## config.mk

```make
export PLATFORM = sky130hd
export DESIGN_NAME = vga_sprite_mixer
export DESIGN_NICKNAME = d
export VERILOG_FILES = /design/src/rtl/vga_sprite_mixer_pkg.sv /design/src/rtl/sprite_rect_hit.sv /design/src/rtl/vga_sprite_mixer.sv
export SDC_FILE = /design/constraint.sdc
export NUM_CORES = 1
export LEC_CHECK = 0
export BUFFER_PORTS_ARGS = -buffer_cell sky130_fd_sc_hd__buf_2
export CORE_MARGIN = 3
export CORE_UTILIZATION = 37
export CTS_CLUSTER_SIZE = 14
export DETAILED_ROUTE_END_ITERATION = 8
export GPL_TIMING_DRIVEN = 0
export PLACE_DENSITY = 0.65
export SLEW_MARGIN = 0
export SYNTH_ARGS = -nofsm -noshare
export SYNTH_HDL_FRONTEND = slang
export SYNTH_HIERARCHICAL = 1
export SYNTH_SLANG_ARGS = --single-unit
export TNS_END_PERCENT = 50
```

## constraint.sdc

```tcl
create_clock -name clk -period 2.25 [get_ports clk]
set_input_delay 0.3375 -clock clk [delete_from_list [all_inputs] [get_ports clk]]
set_output_delay 0.3375 -clock clk [all_outputs]
set_load 0.02 [all_outputs]
```

## src/rtl/vga_sprite_mixer_pkg.sv

```systemverilog
// Shared constants and types for the sprite mixer: RGB332 colours, default
// coordinate width and the per-channel blink state encoding.
package vga_sprite_mixer_pkg;

  localparam int DEF_COORD_W = 10;

  localparam logic [7:0] BLACK  = 8'h00;
  localparam logic [7:0] WHITE  = 8'hFF;
  localparam logic [7:0] RED    = 8'hE0;
  localparam logic [7:0] GREEN  = 8'h1C;
  localparam logic [7:0] BLUE   = 8'h03;
  localparam logic [7:0] YELLOW = 8'hFC;

  typedef enum logic [1:0] {
    BLK_IDLE = 2'd0,
    BLK_VIS  = 2'd1,
    BLK_HID  = 2'd2
  } blink_state_e;

endpackage

```

## src/rtl/sprite_rect_hit.sv

```systemverilog
// Registered single-channel rectangle comparator (stage S1 of the mixer).
// Right/bottom edges are formed one bit wider so sprites at the screen edge do not wrap.
module sprite_rect_hit
  import vga_sprite_mixer_pkg::*;
#(
  parameter int COORD_W = DEF_COORD_W
) (
  input  logic               clk,
  input  logic               rst,
  input  logic               en_i,
  input  logic [COORD_W-1:0] px_x_i,
  input  logic [COORD_W-1:0] px_y_i,
  input  logic [COORD_W-1:0] x_i,
  input  logic [COORD_W-1:0] y_i,
  input  logic [COORD_W-1:0] w_i,
  input  logic [COORD_W-1:0] h_i,
  output logic               hit_o
);

  logic [COORD_W:0] x_end;
  logic [COORD_W:0] y_end;
  logic             hit_d;
  logic             hit_q;

  assign x_end = {1'b0, x_i} + {1'b0, w_i};
  assign y_end = {1'b0, y_i} + {1'b0, h_i};

  assign hit_d = en_i
               & (px_x_i >= x_i) & ({1'b0, px_x_i} < x_end)
               & (px_y_i >= y_i) & ({1'b0, px_y_i} < y_end);

  // S1 boundary
  always_ff @(posedge clk or posedge rst) begin
    if (rst) hit_q <= 1'b0;
    else     hit_q <= hit_d;
  end

  assign hit_o = hit_q;

endmodule

```

## src/rtl/vga_sprite_mixer.sv

```systemverilog
// N-channel rectangle sprite compositor with per-frame collision reporting.
// Optional blink support is compiled in with `define SPRITE_BLINK_EN.
module vga_sprite_mixer
  import vga_sprite_mixer_pkg::*;
#(
  parameter int         NUM_SPR     = 8,
  parameter int         COORD_W     = DEF_COORD_W,
  parameter logic [7:0] BG_COLOR    = BLACK,
  parameter int         BLINK_COUNT = 3
) (
  input  logic                       clk,
  input  logic                       rst,
  input  logic                       de_in,
  input  logic                       frame_in,
  input  logic [COORD_W-1:0]         px_x,
  input  logic [COORD_W-1:0]         px_y,
  input  logic [NUM_SPR-1:0]         spr_en,
  input  logic [NUM_SPR*COORD_W-1:0] spr_x,
  input  logic [NUM_SPR*COORD_W-1:0] spr_y,
  input  logic [NUM_SPR*COORD_W-1:0] spr_w,
  input  logic [NUM_SPR*COORD_W-1:0] spr_h,
  input  logic [NUM_SPR*8-1:0]       spr_color,
  input  logic                       clk_blink,
  input  logic [NUM_SPR-1:0]         blink_req,
  output logic [7:0]                 vga_out,
  output logic                       de_out,
  output logic [NUM_SPR-1:0]         coll_vec,
  output logic                       coll_valid,
  input  logic                       coll_ack,
  output logic                       coll_overrun,
  output logic [NUM_SPR-1:0]         blinking
);

  logic [NUM_SPR-1:0] hit_p1;
  logic               de_p1;
  logic               frame_p1;
  logic [NUM_SPR-1:0] vis;

  logic [7:0]         color_d;
  logic [7:0]         vga_out_p2;
  logic               de_out_p2;

  logic [NUM_SPR-1:0] contrib;
  logic [NUM_SPR-1:0] acc_new;
  logic [NUM_SPR-1:0] acc_q,      acc_d;
  logic [NUM_SPR-1:0] coll_vec_q, coll_vec_d;
  logic               valid_q,    valid_d;
  logic               overrun_q,  overrun_d;

  for (genvar g = 0; g < NUM_SPR; g++) begin : g_hit
    sprite_rect_hit #(
      .COORD_W(COORD_W)
    ) u_hit (
      .clk    (clk),
      .rst    (rst),
      .en_i   (spr_en[g]),
      .px_x_i (px_x),
      .px_y_i (px_y),
      .x_i    (spr_x[g*COORD_W +: COORD_W]),
      .y_i    (spr_y[g*COORD_W +: COORD_W]),
      .w_i    (spr_w[g*COORD_W +: COORD_W]),
      .h_i    (spr_h[g*COORD_W +: COORD_W]),
      .hit_o  (hit_p1[g])
    );
  end

  // S1 boundary
  always_ff @(posedge clk or posedge rst) begin
    if (rst) begin
      de_p1    <= 1'b0;
      frame_p1 <= 1'b0;
    end else begin
      de_p1    <= de_in;
      frame_p1 <= frame_in;
    end
  end

  // Walk from lowest priority upwards so the lowest visible index wins.
  always_comb begin
    color_d = BG_COLOR;
    for (int i = NUM_SPR - 1; i >= 0; i--) begin
      if (hit_p1[i] && vis[i]) color_d = spr_color[i*8 +: 8];
    end
    if (!de_p1) color_d = BG_COLOR;
  end

  always_comb begin
    contrib = '0;
    for (int i = 0; i < NUM_SPR; i++) begin
      contrib[i] = hit_p1[i] & (|(hit_p1 & ~(NUM_SPR'(1) << i)));
    end
    if (!de_p1) contrib = '0;
    acc_new = acc_q | contrib;
  end

  // The current pixel's overlap is folded into the report so a frame pulse
  // that coincides with visible data never loses it.
  always_comb begin
    acc_d      = acc_new;
    coll_vec_d = coll_vec_q;
    valid_d    = valid_q;
    overrun_d  = overrun_q;
    if (frame_p1) begin
      acc_d = '0;
      if (!valid_q || coll_ack) begin
        coll_vec_d = acc_new;
        valid_d    = 1'b1;
        overrun_d  = 1'b0;
      end else begin
        coll_vec_d = coll_vec_q | acc_new;
        overrun_d  = 1'b1;
      end
    end else if (valid_q && coll_ack) begin
      valid_d   = 1'b0;
      overrun_d = 1'b0;
    end
  end

  // S2 boundary
  always_ff @(posedge clk or posedge rst) begin
    if (rst) begin
      vga_out_p2 <= BG_COLOR;
      de_out_p2  <= 1'b0;
      acc_q      <= '0;
      coll_vec_q <= '0;
      valid_q    <= 1'b0;
      overrun_q  <= 1'b0;
    end else begin
      vga_out_p2 <= color_d;
      de_out_p2  <= de_p1;
      acc_q      <= acc_d;
      coll_vec_q <= coll_vec_d;
      valid_q    <= valid_d;
      overrun_q  <= overrun_d;
    end
  end

  assign vga_out      = vga_out_p2;
  assign de_out       = de_out_p2;
  assign coll_vec     = coll_vec_q;
  assign coll_valid   = valid_q;
  assign coll_overrun = overrun_q;

`ifdef SPRITE_BLINK_EN
  localparam int CNT_W = $clog2(BLINK_COUNT + 1);

  blink_state_e       blk_q [NUM_SPR];
  blink_state_e       blk_d [NUM_SPR];
  logic [CNT_W-1:0]   cnt_q [NUM_SPR];
  logic [CNT_W-1:0]   cnt_d [NUM_SPR];
  logic [NUM_SPR-1:0] blinking_q;

  always_ff @(posedge clk or posedge rst) begin
    if (rst) begin
      for (int i = 0; i < NUM_SPR; i++) begin
        blk_q[i] <= BLK_IDLE;
        cnt_q[i] <= '0;
      end
    end else begin
      for (int i = 0; i < NUM_SPR; i++) begin
        blk_q[i] <= blk_d[i];
        cnt_q[i] <= cnt_d[i];
      end
    end
  end

  // A request restarts the sequence even when it lands on a phase strobe.
  always_comb begin
    for (int i = 0; i < NUM_SPR; i++) begin
      blk_d[i] = blk_q[i];
      cnt_d[i] = cnt_q[i];
      if (blink_req[i]) begin
        blk_d[i] = BLK_VIS;
        cnt_d[i] = '0;
      end else if (clk_blink) begin
        case (blk_q[i])
          BLK_VIS: blk_d[i] = BLK_HID;
          BLK_HID: begin
            if (cnt_q[i] + 1'b1 == CNT_W'(BLINK_COUNT)) begin
              blk_d[i] = BLK_IDLE;
              cnt_d[i] = '0;
            end else begin
              blk_d[i] = BLK_VIS;
              cnt_d[i] = cnt_q[i] + 1'b1;
            end
          end
          default: blk_d[i] = blk_q[i];
        endcase
      end
    end
  end

  always_comb begin
    for (int i = 0; i < NUM_SPR; i++) begin
      blinking_q[i] = (blk_q[i] != BLK_IDLE);
      vis[i]        = (blk_q[i] != BLK_HID);
    end
  end

  assign blinking = blinking_q;
`else
  logic unused_blink;

  assign unused_blink = ^{clk_blink, blink_req, BLINK_COUNT != 0};
  assign vis          = '1;
  assign blinking     = '0;
`endif

endmodule

```

==> parameters.txt, run 1 <==
Parameter                              Value

STA
  Worst setup skew after layout ... around 4 ps
  RSZ-0062 raised after global routing ... yes
  Final hold violations ... 0
  Portion of the clock cycle consumed by the worst path in the final layout ... 140%
  Worst-case setup margin in the final layout ... -901 ps
  Final setup viols ... 8
  Time the final worst path needs with I/O delays and setup ... around 3200 ps
  Maximum clock frequency ... between 300 and 400 MHz
  Worst Tran Pin Value ... ~1200 ps
  Normalized max-slew margin ... about 22%
  Pins Over Slew Limit ... 0

Routing
  Detailed-route via count ... approximately 16,000
  Detailed-route DRC error count ... 0
  Violation count after the first detailed-routing iteration ... between 700 and 800
  Ratio of routed vias to standard cells ... roughly 5.4
  Average detailed-routed wire length per instance ... 17.9 um
  Wire length on met3 ... 2600 um
  Routed met2 length ... ~25,000 um
  Uppermost signal routing layer after detailed routing ... met5
  Routed length on met1 ... between 20,000 and 25,000 um
  Final routed wirelength across all metal layers ... approximately 53,000 um
  Final antenna-violating net count ... 0
  Initial DRT Pass Iterations ... 5

Min path
  Worst hold path depth ... 1
  Hold/Removal Path Class ... in2reg
  Startpoint of the worst hold path ... frame_in

Yosys
  Area share of and/or/nand/nor cells after synthesis ... 15.5%
  Yosys warns ... 6
  Leading post-synthesis cells by cell area ... sky130_fd_sc_hd__ha_1, sky130_fd_sc_hd__dfrtp_1, sky130_fd_sc_hd__inv_1, sky130_fd_sc_hd__a21oi_1, sky130_fd_sc_hd__xnor2_1
  Cell Area, Synth ... 15,200 um2
  Number of cells produced by synthesis ... 1,937
  Top cell type's share of synthesized area ... between 30% and 40%
  Post-synthesis area per instance ... roughly 8 um2
  Proportion of synthesized chip area in sequential cells ... under 10%
  Area fraction in compound gates after synthesis ... 24.2%
  Most used flip-flop cell after synthesis ... sky130_fd_sc_hd__dfrtp_1
  XOR/XNOR share of the synthesized area ... approximately 7.1%
  Main combinational cell family by area after synthesis ... adder cells
  Share of flip-flops with an asynchronous set or reset after synthesis ... 100%
  Number of enable-type register cells in the synthesized netlist ... 0
  Mux cell area share after synthesis ... less than 1%
  Number of flip-flops and latches in the synthesized netlist ... 37
  Synth Area in Adders ... between 40% and 50%
  Distinct cells, synth ... between 60 and 70
  Area leader, netlist ... sky130_fd_sc_hd__ha_1

Global routing
  Total global routing overflow ... 0
  Pin count of the biggest net entering global routing ... 30
  Initial antenna violation count ... 25
  Vias in the first global route ... ~16,000
  Wire length of the first global-routing pass ... 81,400 um
  GRT Resource Usage Total ... a little under a quarter

Outcome
  Violated checks ... negative setup slack
  Status ... finished, violations left

Placed design
  Pre-CTS setup slack ... -1770 ps
  HPWL after detailed placement ... 44,900 um
  Final weighted congestion in routability-driven placement ... between 0.9 and 1
  Count of input and output buffers ... approximately 440
  Placed cell count ... 2,904

Pwr
  Sequential group share of total power ... ~11%
  Peak supply drop ... between 0.2 and 0.3 mV
  P_sw ... roughly 0.0031 W
  Power share of the combinational group ... around four fifths
  Power Internal ... around 0.0035 W
  P per Cell Area ... around 350 nW/um2
  Pleak ... between 9 and 10 nW
  Fraction of power spent switching nets ... approximately 47%
  Share of power burned in the clock network ... 10.5%

Clock tree
  Clock buffer count from CTS ... 5
  Buffer levels on the longest clock path ... 2
  Clock root buffer master ... sky130_fd_sc_hd__clkbuf_16
  Total number of H-tree levels ... 2
  Worst skew pair latency ... 280 ps
  TritonCTS clock tree ... done
  Clock slew seen by the registers of the worst setup and hold paths ... about 50 ps
  Number of sinks handled by clock tree synthesis ... 37

Floorplanning
  Placeable core region ... 40,200 um2
  Floorplan die width ... roughly 210 um
  Die height ... between 200 and 250 um
  Die ar. ... around 44,000 um2
  Initial cell density of the core ... between 30% and 40%
  # IOs ... 453
  FP Rows ... between 70 and 80

Setup path
  Startpoint kind of the worst setup timing path ... primary input
  CP max FO ... 2
  Arrival time at the worst endpoint ... around 3300 ps
  Crit path kind ... in2reg
  R2R Path Start ... g_hit[4].u_hit/hit_o$_DFF_PP0_
  Nature of the critical path endpoint ... flip-flop
  Worst reg2reg path depth ... 6
  Worst setup path start ... spr_y[0]
  Data required time at the worst endpoint ... about 2400 ps
  Reg-to-reg setup timing slack ... about 210 ps

Flow run
  Number of max-cap violations ... 0

Final layout
  Area grow syn2layout ... 23.8%
  Number of nets in the layout ... approximately 3,300
  Most common cell after layout, fill and taps aside ... sky130_fd_sc_hd__ha_1
  Most used cells in the layout excluding fill and tap cells ... sky130_fd_sc_hd__ha_1, sky130_fd_sc_hd__buf_2, sky130_fd_sc_hd__inv_1
  Share of cells above drive strength 1 ... 23.9%
  Non-filler cells in the finished layout ... around 2,900
==> cell usage after synthesis, drive strengths merged, types with 11 or more instances <==
| cell | count |
|---|---|
| a21oi | 171 |
| a221oi | 13 |
| xnor2 | 72 |
| nand2 | 114 |
| buf | 14 |
| nand3 | 68 |
| nor3 | 48 |
| o21a | 72 |
| xor2 | 52 |
| a211oi | 11 |
| nand2b | 30 |
| a31oi | 13 |
| nor2b | 24 |
| fa | 16 |
| o21bai | 20 |
| o221ai | 19 |
| nor4 | 28 |
| inv | 236 |
| nand4 | 20 |
| a2111oi | 36 |
| dfrtp | 37 |
| o21ai | 122 |
| ha | 464 |
| a21o | 20 |
| nor2 | 119 |
==> stage by stage <==
stage | power (W) | setup TNS, ps | cell area (um2) | utilization [%] | hold WS (ps)
detailed placement | 0.00549 | -12330 | 18200 | 45.3 | 266
global route | 0.00724 | -7860 | 18800 | 46.9 | 169
CTS | 0.00640 | -6620 | 18600 | 46.3 | 161
finish | 0.00652 | -6420 | 18800 | 46.9 | 166
floorplan | 0.00403 | -3850 | 15400 | - | 66.2
global placement | 0.00533 | -11990 | 18200 | 45.3 | 261
==> metal layers <==
metal,GRT usage (%),vias to the layer above
met3,3.03,110
met5,0,-
met1,28.2,7319
met2,40.5,465
met4,7.04,18
li1,-,8041
==> critical path, cell delays in order <==
cell                        delay [ps]
sky130_fd_sc_hd__buf_2             120
sky130_fd_sc_hd__ha_1              220
sky130_fd_sc_hd__fa_2              360
sky130_fd_sc_hd__a21oi_2           190
sky130_fd_sc_hd__o211ai_2          140
sky130_fd_sc_hd__nor4_2            220
sky130_fd_sc_hd__nor3_2            100
sky130_fd_sc_hd__xnor2_1           140
sky130_fd_sc_hd__ha_1              330
sky130_fd_sc_hd__a2111oi_4         320
sky130_fd_sc_hd__o21ai_1           110
sky130_fd_sc_hd__nor2_1            160
sky130_fd_sc_hd__a311oi_1          100
sky130_fd_sc_hd__nor4_4            410
==> flip-flops by register name, indices dropped and copies added (netlist names), 8 cells and up <==
name	count
g_hit.u_hit/hit_o	8
acc_q	8
coll_vec	8
vga_out	8
==> cells by family (layout without fill, tap and decap cells) <==
group,after synthesis,after routing
AO/OA/AOI/OAI,559,559
adder cells (fa/ha/maj),480,480
AND/OR/NAND/NOR,478,478
buffers and inverters,257,704
XOR/XNOR,124,124
flip-flops,37,37
other,1,23
multiplexers,1,1
==> layout make-up <==
| type | instances | area (um2) |
|---|---|---|
| Antenna cell | 15 | 37.5 |
| Buffer | 20 | 138 |
| Clock buffer | 7 | 143 |
| Fill cell | 4064 | 21300 |
| Inverter | 237 | 890 |
| Multi-Input combinational cell | 1650 | 13800 |
| Sequential cell | 37 | 926 |
| Tap cell | 525 | 657 |
| Timing Repair Buffer | 440 | 2260 |
==> path summary, 6_finish.rpt <==
check                                                  to
min                                    frame_p1$_DFF_PP0_
min in group asynchronous  g_hit[5].u_hit/hit_o$_DFF_PP0_
max reg2reg                            acc_q[3]$_DFF_PP0_
min reg2reg                              de_out$_DFF_PP0_
max                        g_hit[0].u_hit/hit_o$_DFF_PP0_
max in group asynchronous                de_out$_DFF_PP0_
==> power by group through the flow <==
| stage | Clock [W] | Combinational [W] | Sequential [W] |
|---|---|---|---|
| floorplan | 0 | 0.00326 | 0.000775 |
| global placement | 0 | 0.00459 | 0.000742 |
| detailed placement | 0 | 0.00475 | 0.000743 |
| CTS | 0.000700 | 0.00497 | 0.000732 |
| global route | 0.000718 | 0.00579 | 0.000736 |
| finish | 0.000683 | 0.00511 | 0.000732 |
==> timing repair <==
item | in CTS | in global routing
setup buffers | 1 | 3
resized for setup | 48 | 37
hold buffers | 1 | 0
gates cloned | 0 | 0
pin swaps | 20 | 23
hold endpoints to repair | 8 | 0
setup endpoints to repair | 8 | 8
(Power assumes the default switching activity.)
==> run 2, diff against run 1 <==
--- a/config.mk
+++ b/config.mk
@@ -12,6 +12,7 @@
 export DETAILED_ROUTE_END_ITERATION = 8
 export GPL_TIMING_DRIVEN = 0
 export PLACE_DENSITY = 0.65
+export RECOVER_POWER = 100
 export SLEW_MARGIN = 0
 export SYNTH_ARGS = -nofsm -noshare
 export SYNTH_HDL_FRONTEND = slang
==> parameters.txt, run 2 (synthesis gave the netlist of run 1 again) <==
Parameter                              Value

Global routing
  Initial antenna violation count ... 25 (unchanged)
  GRT Resource Usage Total ... 22.7% (unchanged)
  Wire length of the first global-routing pass ... 81,400 um (unchanged)
  Pin count of the biggest net entering global routing ... 30 (unchanged)
  Total global routing overflow ... 0 (unchanged)
  Vias in the first global route ... 15,800 (unchanged)

Pwr
  P_sw ... 0.00308 W (was 0.00307 W)
  P per Cell Area ... 347 nW/um2 (was 346 nW/um2)
  Total power draw ... 0.00651 W (was 0.00652 W)
  Sequential group share of total power ... 11.3% (was 11.2%)
  Peak supply drop ... 0.272 mV (about the same)
  Fraction of power spent switching nets ... 47.2% (was 47.1%)
  Power Internal ... 0.00344 W (was 0.00345 W)
  Power share of the combinational group ... 78.2% (was 78.3%)
  Share of power burned in the clock network ... 10.5% (about the same)
  Pleak ... 9.66 nW (was 9.75 nW)

Floorplanning
  Die height ... 209 um (unchanged)
  FP Rows ... 73 (unchanged)
  Die ar. ... 43,600 um2 (unchanged)
  Placeable core region ... 40,200 um2 (unchanged)
  Initial cell density of the core ... 37.9% (unchanged)
  # IOs ... 453 (unchanged)
  Floorplan die width ... 209 um (unchanged)

Clock tree
  Clock slew seen by the registers of the worst setup and hold paths ... 50 ps (about the same)
  Total number of H-tree levels ... 2 (unchanged)
  Worst skew pair latency ... 280 ps (about the same)
  Number of sinks handled by clock tree synthesis ... 37 (unchanged)
  Clock root buffer master ... sky130_fd_sc_hd__clkbuf_16 (unchanged)
  TritonCTS clock tree ... done (unchanged)
  Clock buffer count from CTS ... 5 (unchanged)
  Buffer levels on the longest clock path ... 2 (unchanged)

Routing
  Initial DRT Pass Iterations ... 5 (unchanged)
  Final antenna-violating net count ... 0 (unchanged)
  Violation count after the first detailed-routing iteration ... 672 (was 704)
  Final routed wirelength across all metal layers ... 52,600 um (about the same)
  Average detailed-routed wire length per instance ... 18.0 um (was 17.9 um)
  Detailed-route DRC error count ... 0 (unchanged)
  Detailed-route via count ... 15,900 (was 16,000)
  Ratio of routed vias to standard cells ... 5.44 (about the same)

STA
  Maximum clock frequency ... 317 MHz (about the same)
  Final setup viols ... 8 (unchanged)
  Pins Over Slew Limit ... 0 (unchanged)
  Worst Tran Pin Value ... 1160 ps (about the same)
  Time the final worst path needs with I/O delays and setup ... 3150 ps (about the same)
  Worst-case setup margin in the final layout ... -901 ps (about the same)
  Minimum hold slack ... 167 ps (was 166 ps)
  Final hold violations ... 0 (unchanged)
  Normalized max-slew margin ... 22.5% (was 22.3%)
  Worst setup skew after layout ... 6.36 ps (was 3.95 ps)
  RSZ-0062 raised after global routing ... yes (unchanged)
  Portion of the clock cycle consumed by the worst path in the final layout ... 140% (about the same)

Final layout
  Share of the core filled with cells in the final layout ... 46.7% (was 46.9%)
  Share of cells above drive strength 1 ... 22.9% (was 23.9%)
  Number of nets in the layout ... 3,297 (unchanged)
  Area grow syn2layout ... 23.4% (was 23.8%)
  Most common cell after layout, fill and taps aside ... sky130_fd_sc_hd__ha_1 (unchanged)
  Most used cells in the layout excluding fill and tap cells ... sky130_fd_sc_hd__ha_1, sky130_fd_sc_hd__buf_2, sky130_fd_sc_hd__inv_1 (unchanged)

Setup path
  Crit path kind ... in2reg (unchanged)
  Worst setup path start ... spr_y[0] (unchanged)
  Standard cell with the maximum stage delay on the critical path ... sky130_fd_sc_hd__nor4_4 (unchanged)
  Kind of cell with the highest combined delay on the critical path ... adder cells (unchanged)
  Data required time at the worst endpoint ... 2380 ps (about the same)
  Dominant cell type by count on the critical path ... sky130_fd_sc_hd__ha_1 (unchanged)
  Nature of the critical path endpoint ... flip-flop (unchanged)
  Sequence of cells on the critical path ... buf_2 -> ha_1 -> fa_2 -> a21oi_2 -> o211ai_2 -> nor4_2 -> nor3_2 -> xnor2_1 -> ha_1 -> a2111oi_4 -> o21ai_1 -> nor2_1 -> a311oi_1 -> nor4_4 (unchanged)
  Critical path buffer and inverter count ... 1 (unchanged)
  R2R Path Start ... g_hit[3].u_hit/hit_o$_DFF_PP0_ (was g_hit[4].u_hit/hit_o$_DFF_PP0_)
  CP max FO ... 2 (unchanged)
  Max stage delay on crit path ... 410 ps (about the same)
  Arrival time at the worst endpoint ... 3280 ps (about the same)
  Startpoint kind of the worst setup timing path ... primary input (unchanged)

Flow run
  Number of max-cap violations ... 0 (unchanged)

Min path
  Startpoint of the worst hold path ... frame_in (unchanged)
  Hold/Removal Path Class ... in2reg (unchanged)

Outcome
  Status ... finished, violations left (unchanged)
  Violated checks ... negative setup slack (unchanged)

Placed design
  HPWL after detailed placement ... 44,900 um (unchanged)
  Count of input and output buffers ... 435 (unchanged)
  Final weighted congestion in routability-driven placement ... 0.934 (unchanged)
run 2: changes by cell type in the layout (fill, tap and decap cells not counted):
cell,before,now
sky130_fd_sc_hd__clkbuf_1,7,30
sky130_fd_sc_hd__and2_1,1,0
sky130_fd_sc_hd__and2_0,0,1
sky130_fd_sc_hd__or4_1,2,3
sky130_fd_sc_hd__or4_4,1,0
sky130_fd_sc_hd__buf_2,431,411
sky130_fd_sc_hd__buf_6,8,5
run 2: per-layer routing:
layer  vias up  GRT usage [%]  routed length (um)
li1       8037              -                   -
met5         -              0                 122
met2       456           40.5               25400
met4        18           7.04                1630
met1      7311           28.2               22900
met3       112           3.03                2530
run 2: per-stage QoR:
step                      std cells  setup TNS (ps)  instance area (um2)  setup WS (ps)
after floorplan                1944           -3850                15400           -482
after global placement         2904          -11990                18200          -1780
after detailed placement       2904          -12330                18200          -1770
after CTS                      2913           -6620                18600           -877
after global routing           2928           -7860                18800          -1040
final                          2931           -6420                18800           -901
run 2: cell type report:
type | count | area, um2
inverter | 237 | 890
sequential | 37 | 926
antenna | 15 | 37.5
multi-input combinational | 1650 | 13800
clock buffer | 7 | 143
timing repair buffer | 440 | 2240
fill | 4081 | 21400
tap | 525 | 657
buffer | 20 | 115
run 2: final timing paths:
check                                                      end  slack [ps]  cells after the start
worst min register to register                de_out$_DFF_PP0_         410                      0
worst max register to register         coll_vec[0]$_DFFE_PP0P_         150                      5
max in group asynchronous                     de_out$_DFF_PP0_         430                      3
worst min-delay path                        frame_p1$_DFF_PP0_         170                      1
min in group asynchronous       g_hit[5].u_hit/hit_o$_DFF_PP0_         620                      3
worst max-delay path            g_hit[0].u_hit/hit_o$_DFF_PP0_        -900                     14
run 2: what timing repair did:
item,in CTS,in global routing
setup buffers,1,3
resized for setup,48,37
hold buffers,1,0
endpoints found under the hold margin,8,0
setup endpoints to repair,8,8
pin swaps,20,23
run 2: power by group through the flow:
stage                     Clock [W]  Combinational, W  Sequential [W]
after floorplan                   0           0.00326        0.000775
after global placement            0           0.00459        0.000742
after detailed placement          0           0.00475        0.000743
after CTS                  0.000700           0.00497        0.000732
after global routing       0.000718           0.00577        0.000736
final                      0.000684           0.00509        0.000733
==> run 3, diff against run 2 <==
--- a/config.mk
+++ b/config.mk
@@ -8,6 +8,7 @@
 export BUFFER_PORTS_ARGS = -buffer_cell sky130_fd_sc_hd__buf_2
 export CORE_MARGIN = 3
 export CORE_UTILIZATION = 37
+export CTS_BUF_LIST = sky130_fd_sc_hd__clkbuf_4
 export CTS_CLUSTER_SIZE = 14
 export DETAILED_ROUTE_END_ITERATION = 8
 export GPL_TIMING_DRIVEN = 0
==> parameters.txt, run 3 (synthesis gave the netlist of run 1 again) <==
Parameter                              Value

Outcome
  Status ... finished, violations left (unchanged)
  Violated checks ... negative setup slack (unchanged)

STA
  Worst setup skew after layout ... 6.72 ps (was 6.36 ps)
  Final setup viols ... 8 (unchanged)
  RSZ-0062 raised after global routing ... yes (unchanged)
  Minimum hold slack ... 94.8 ps (was 167 ps)
  Maximum clock frequency ... 329 MHz (was 317 MHz)
  Worst-case setup margin in the final layout ... -788 ps (was -901 ps)
  Pins Over Slew Limit ... 0 (unchanged)
  Final hold violations ... 0 (unchanged)
  Normalized max-slew margin ... 21.0% (was 22.5%)
  Worst Tran Pin Value ... 1180 ps (was 1160 ps)
  Time the final worst path needs with I/O delays and setup ... 3040 ps (was 3150 ps)
  Portion of the clock cycle consumed by the worst path in the final layout ... 135% (was 140%)

Setup path
  Sequence of cells on the critical path ... buf_8 -> ha_4 -> fa_2 -> a21oi_4 -> o211ai_2 -> nor4_2 -> nor3_2 -> xnor2_1 -> ha_1 -> a2111oi_4 -> o21ai_1 -> nor2_2 -> a311oi_2 -> nor4_4 (was buf_2 -> ha_1 -> fa_2 -> a21oi_2 -> o211ai_2 -> nor4_2 -> nor3_2 -> xnor2_1 -> ha_1 -> a2111oi_4 -> o21ai_1 -> nor2_1 -> a311oi_1 -> nor4_4)
  Critical path buffer and inverter count ... 1 (unchanged)
  Max stage delay on crit path ... 420 ps (was 410 ps)
  Data required time at the worst endpoint ... 2490 ps (was 2380 ps)
  CP max FO ... 2 (unchanged)
  Kind of cell with the highest combined delay on the critical path ... adder cells (unchanged)
  Crit path kind ... in2reg (unchanged)
  Startpoint kind of the worst setup timing path ... primary input (unchanged)
  Arrival time at the worst endpoint ... 3280 ps (about the same)
  Standard cell with the maximum stage delay on the critical path ... sky130_fd_sc_hd__fa_2 (was sky130_fd_sc_hd__nor4_4)
  Nature of the critical path endpoint ... flip-flop (unchanged)

Routing
  Initial DRT Pass Iterations ... 5 (unchanged)
  Final antenna-violating net count ... 0 (unchanged)
  Violation count after the first detailed-routing iteration ... 691 (was 672)
  Detailed-route DRC error count ... 0 (unchanged)
  Detailed-route via count ... 16,000 (was 15,900)
  Ratio of routed vias to standard cells ... 5.44 (about the same)
  Final routed wirelength across all metal layers ... 52,700 um (was 52,600 um)
  Average detailed-routed wire length per instance ... 18.0 um (about the same)

Clock tree
  Clock slew seen by the registers of the worst setup and hold paths ... 110 ps (was 50 ps)
  TritonCTS clock tree ... done (unchanged)
  Clock buffer count from CTS ... 5 (unchanged)
  Total number of H-tree levels ... 2 (unchanged)
  Clock root buffer master ... sky130_fd_sc_hd__clkbuf_4 (was sky130_fd_sc_hd__clkbuf_16)
  Number of sinks handled by clock tree synthesis ... 37 (unchanged)
  Buffer levels on the longest clock path ... 2 (unchanged)
  Worst skew pair latency ... 350 ps (was 280 ps)

Pwr
  P per Cell Area ... 330 nW/um2 (was 347 nW/um2)
  Share of power burned in the clock network ... 5.5% (was 10.5%)
  Fraction of power spent switching nets ... 49.3% (was 47.2%)
  Pleak ... 9.63 nW (was 9.66 nW)
  Sequential group share of total power ... 11.8% (was 11.3%)
  Peak supply drop ... 0.138 mV (was 0.272 mV)
  Total power draw ... 0.00620 W (was 0.00651 W)
  Power share of the combinational group ... 82.7% (was 78.2%)
  Power Internal ... 0.00314 W (was 0.00344 W)
  P_sw ... 0.00305 W (was 0.00308 W)

Floorplanning
  Die height ... 209 um (unchanged)
  FP Rows ... 73 (unchanged)
  Placeable core region ... 40,200 um2 (unchanged)
  Floorplan die width ... 209 um (unchanged)
  # IOs ... 453 (unchanged)
  Initial cell density of the core ... 37.9% (unchanged)
  Die ar. ... 43,600 um2 (unchanged)

Final layout
  Most used cells in the layout excluding fill and tap cells ... sky130_fd_sc_hd__ha_1, sky130_fd_sc_hd__buf_2, sky130_fd_sc_hd__inv_1 (unchanged)
  Share of the core filled with cells in the final layout ... 46.7% (about the same)
  Most common cell after layout, fill and taps aside ... sky130_fd_sc_hd__ha_1 (unchanged)
  Number of nets in the layout ... 3,299 (was 3,297)
  Share of cells above drive strength 1 ... 23.1% (was 22.9%)
  Area grow syn2layout ... 23.3% (was 23.4%)

Global routing
  Wire length of the first global-routing pass ... 81,400 um (about the same)
  Initial antenna violation count ... 25 (unchanged)
  Vias in the first global route ... 15,800 (about the same)
  GRT Resource Usage Total ... 22.7% (about the same)
  Pin count of the biggest net entering global routing ... 30 (unchanged)
  Total global routing overflow ... 0 (unchanged)

Placed design
  Final weighted congestion in routability-driven placement ... 0.934 (unchanged)
  Count of input and output buffers ... 435 (unchanged)
  HPWL after detailed placement ... 44,900 um (unchanged)

Flow run
  Number of max-cap violations ... 0 (unchanged)

Min path
  Hold/Removal Path Class ... in2reg (unchanged)
==> run 3: cell count changes in the layout (fill, tap and decap cells not counted), moves of 2 or more <==
cell	delta
sky130_fd_sc_hd__a2111oi_2	-2
sky130_fd_sc_hd__buf_2	-2
sky130_fd_sc_hd__diode_2	+2
sky130_fd_sc_hd__buf_4	+2
sky130_fd_sc_hd__a21oi_2	-2
sky130_fd_sc_hd__clkbuf_4	+6
sky130_fd_sc_hd__ha_1	-2
sky130_fd_sc_hd__clkbuf_16	-5
==> run 3: path summary, 6_finish.rpt <==
path	slack [ps]	startpoint	end	cells after the start
worst max-delay path	-790	spr_y[30]	g_hit[3].u_hit/hit_o$_DFF_PP0_	14
worst min register to register	420	de_p1$_DFF_PP0_	de_out$_DFF_PP0_	0
min in group asynchronous	540	rst	g_hit[7].u_hit/hit_o$_DFF_PP0_	3
max in group asynchronous	490	rst	de_out$_DFF_PP0_	3
worst max register to register	150	g_hit[3].u_hit/hit_o$_DFF_PP0_	coll_vec[0]$_DFFE_PP0P_	5
worst min-delay path	90	frame_in	frame_p1$_DFF_PP0_	1
==> run 3: repair_timing <==
item                                    in CTS  in global routing
setup buffers                                1                  5
hold buffers                                 1                  0
endpoints found under the hold margin        8                  0
endpoints found under the setup margin       8                  8
pin swaps                                   20                 35
gates resized for setup                     48                 45
==> run 3: layer usage <==
metal  vias up  global-route usage, %  wire (um)
met5         -                      0        107
met4        14                   7.21       1520
met3       100                   2.61       2310
met2       429                   40.4      25600
met1      7379                   28.5      23200
li1       8043                      -          -
==> run 3: area by class of cell <==
type / count / area [um2]
antenna: 17 / 42.5
buffer: 20 / 115
inverter: 237 / 890
multi-input combinational: 1650 / 13800
clock buffer: 6 / 45.0
fill: 4086 / 21400
tap: 525 / 657
clock inverter: 1 / 3.75
timing repair buffer: 442 / 2270
sequential: 37 / 926
==> run 3: stage by stage <==
stage / instance area, um2 / std cells / setup TNS, ps / worst slack, ps
2_1_floorplan: 15400 / 1944 / -3850 / -482
3_3_place_gp: 18200 / 2904 / -11990 / -1780
3_5_place_dp: 18200 / 2904 / -12330 / -1770
4_1_cts: 18500 / 2913 / -5920 / -791
5_1_grt: 18800 / 2932 / -7190 / -948
6_report: 18800 / 2935 / -5760 / -788
==> run 3: power by group through the flow <==
| stage | logic (W) | registers (W) | clock network [W] |
|---|---|---|---|
| 2_1_floorplan | 0.00326 | 0.000775 | 0 |
| 3_5_place_dp | 0.00475 | 0.000743 | 0 |
| 6_report | 0.00512 | 0.000730 | 0.000340 |
| 4_1_cts | 0.00497 | 0.000730 | 0.000360 |
| 5_1_grt | 0.00580 | 0.000734 | 0.000372 |
| 3_3_place_gp | 0.00459 | 0.000742 | 0 |
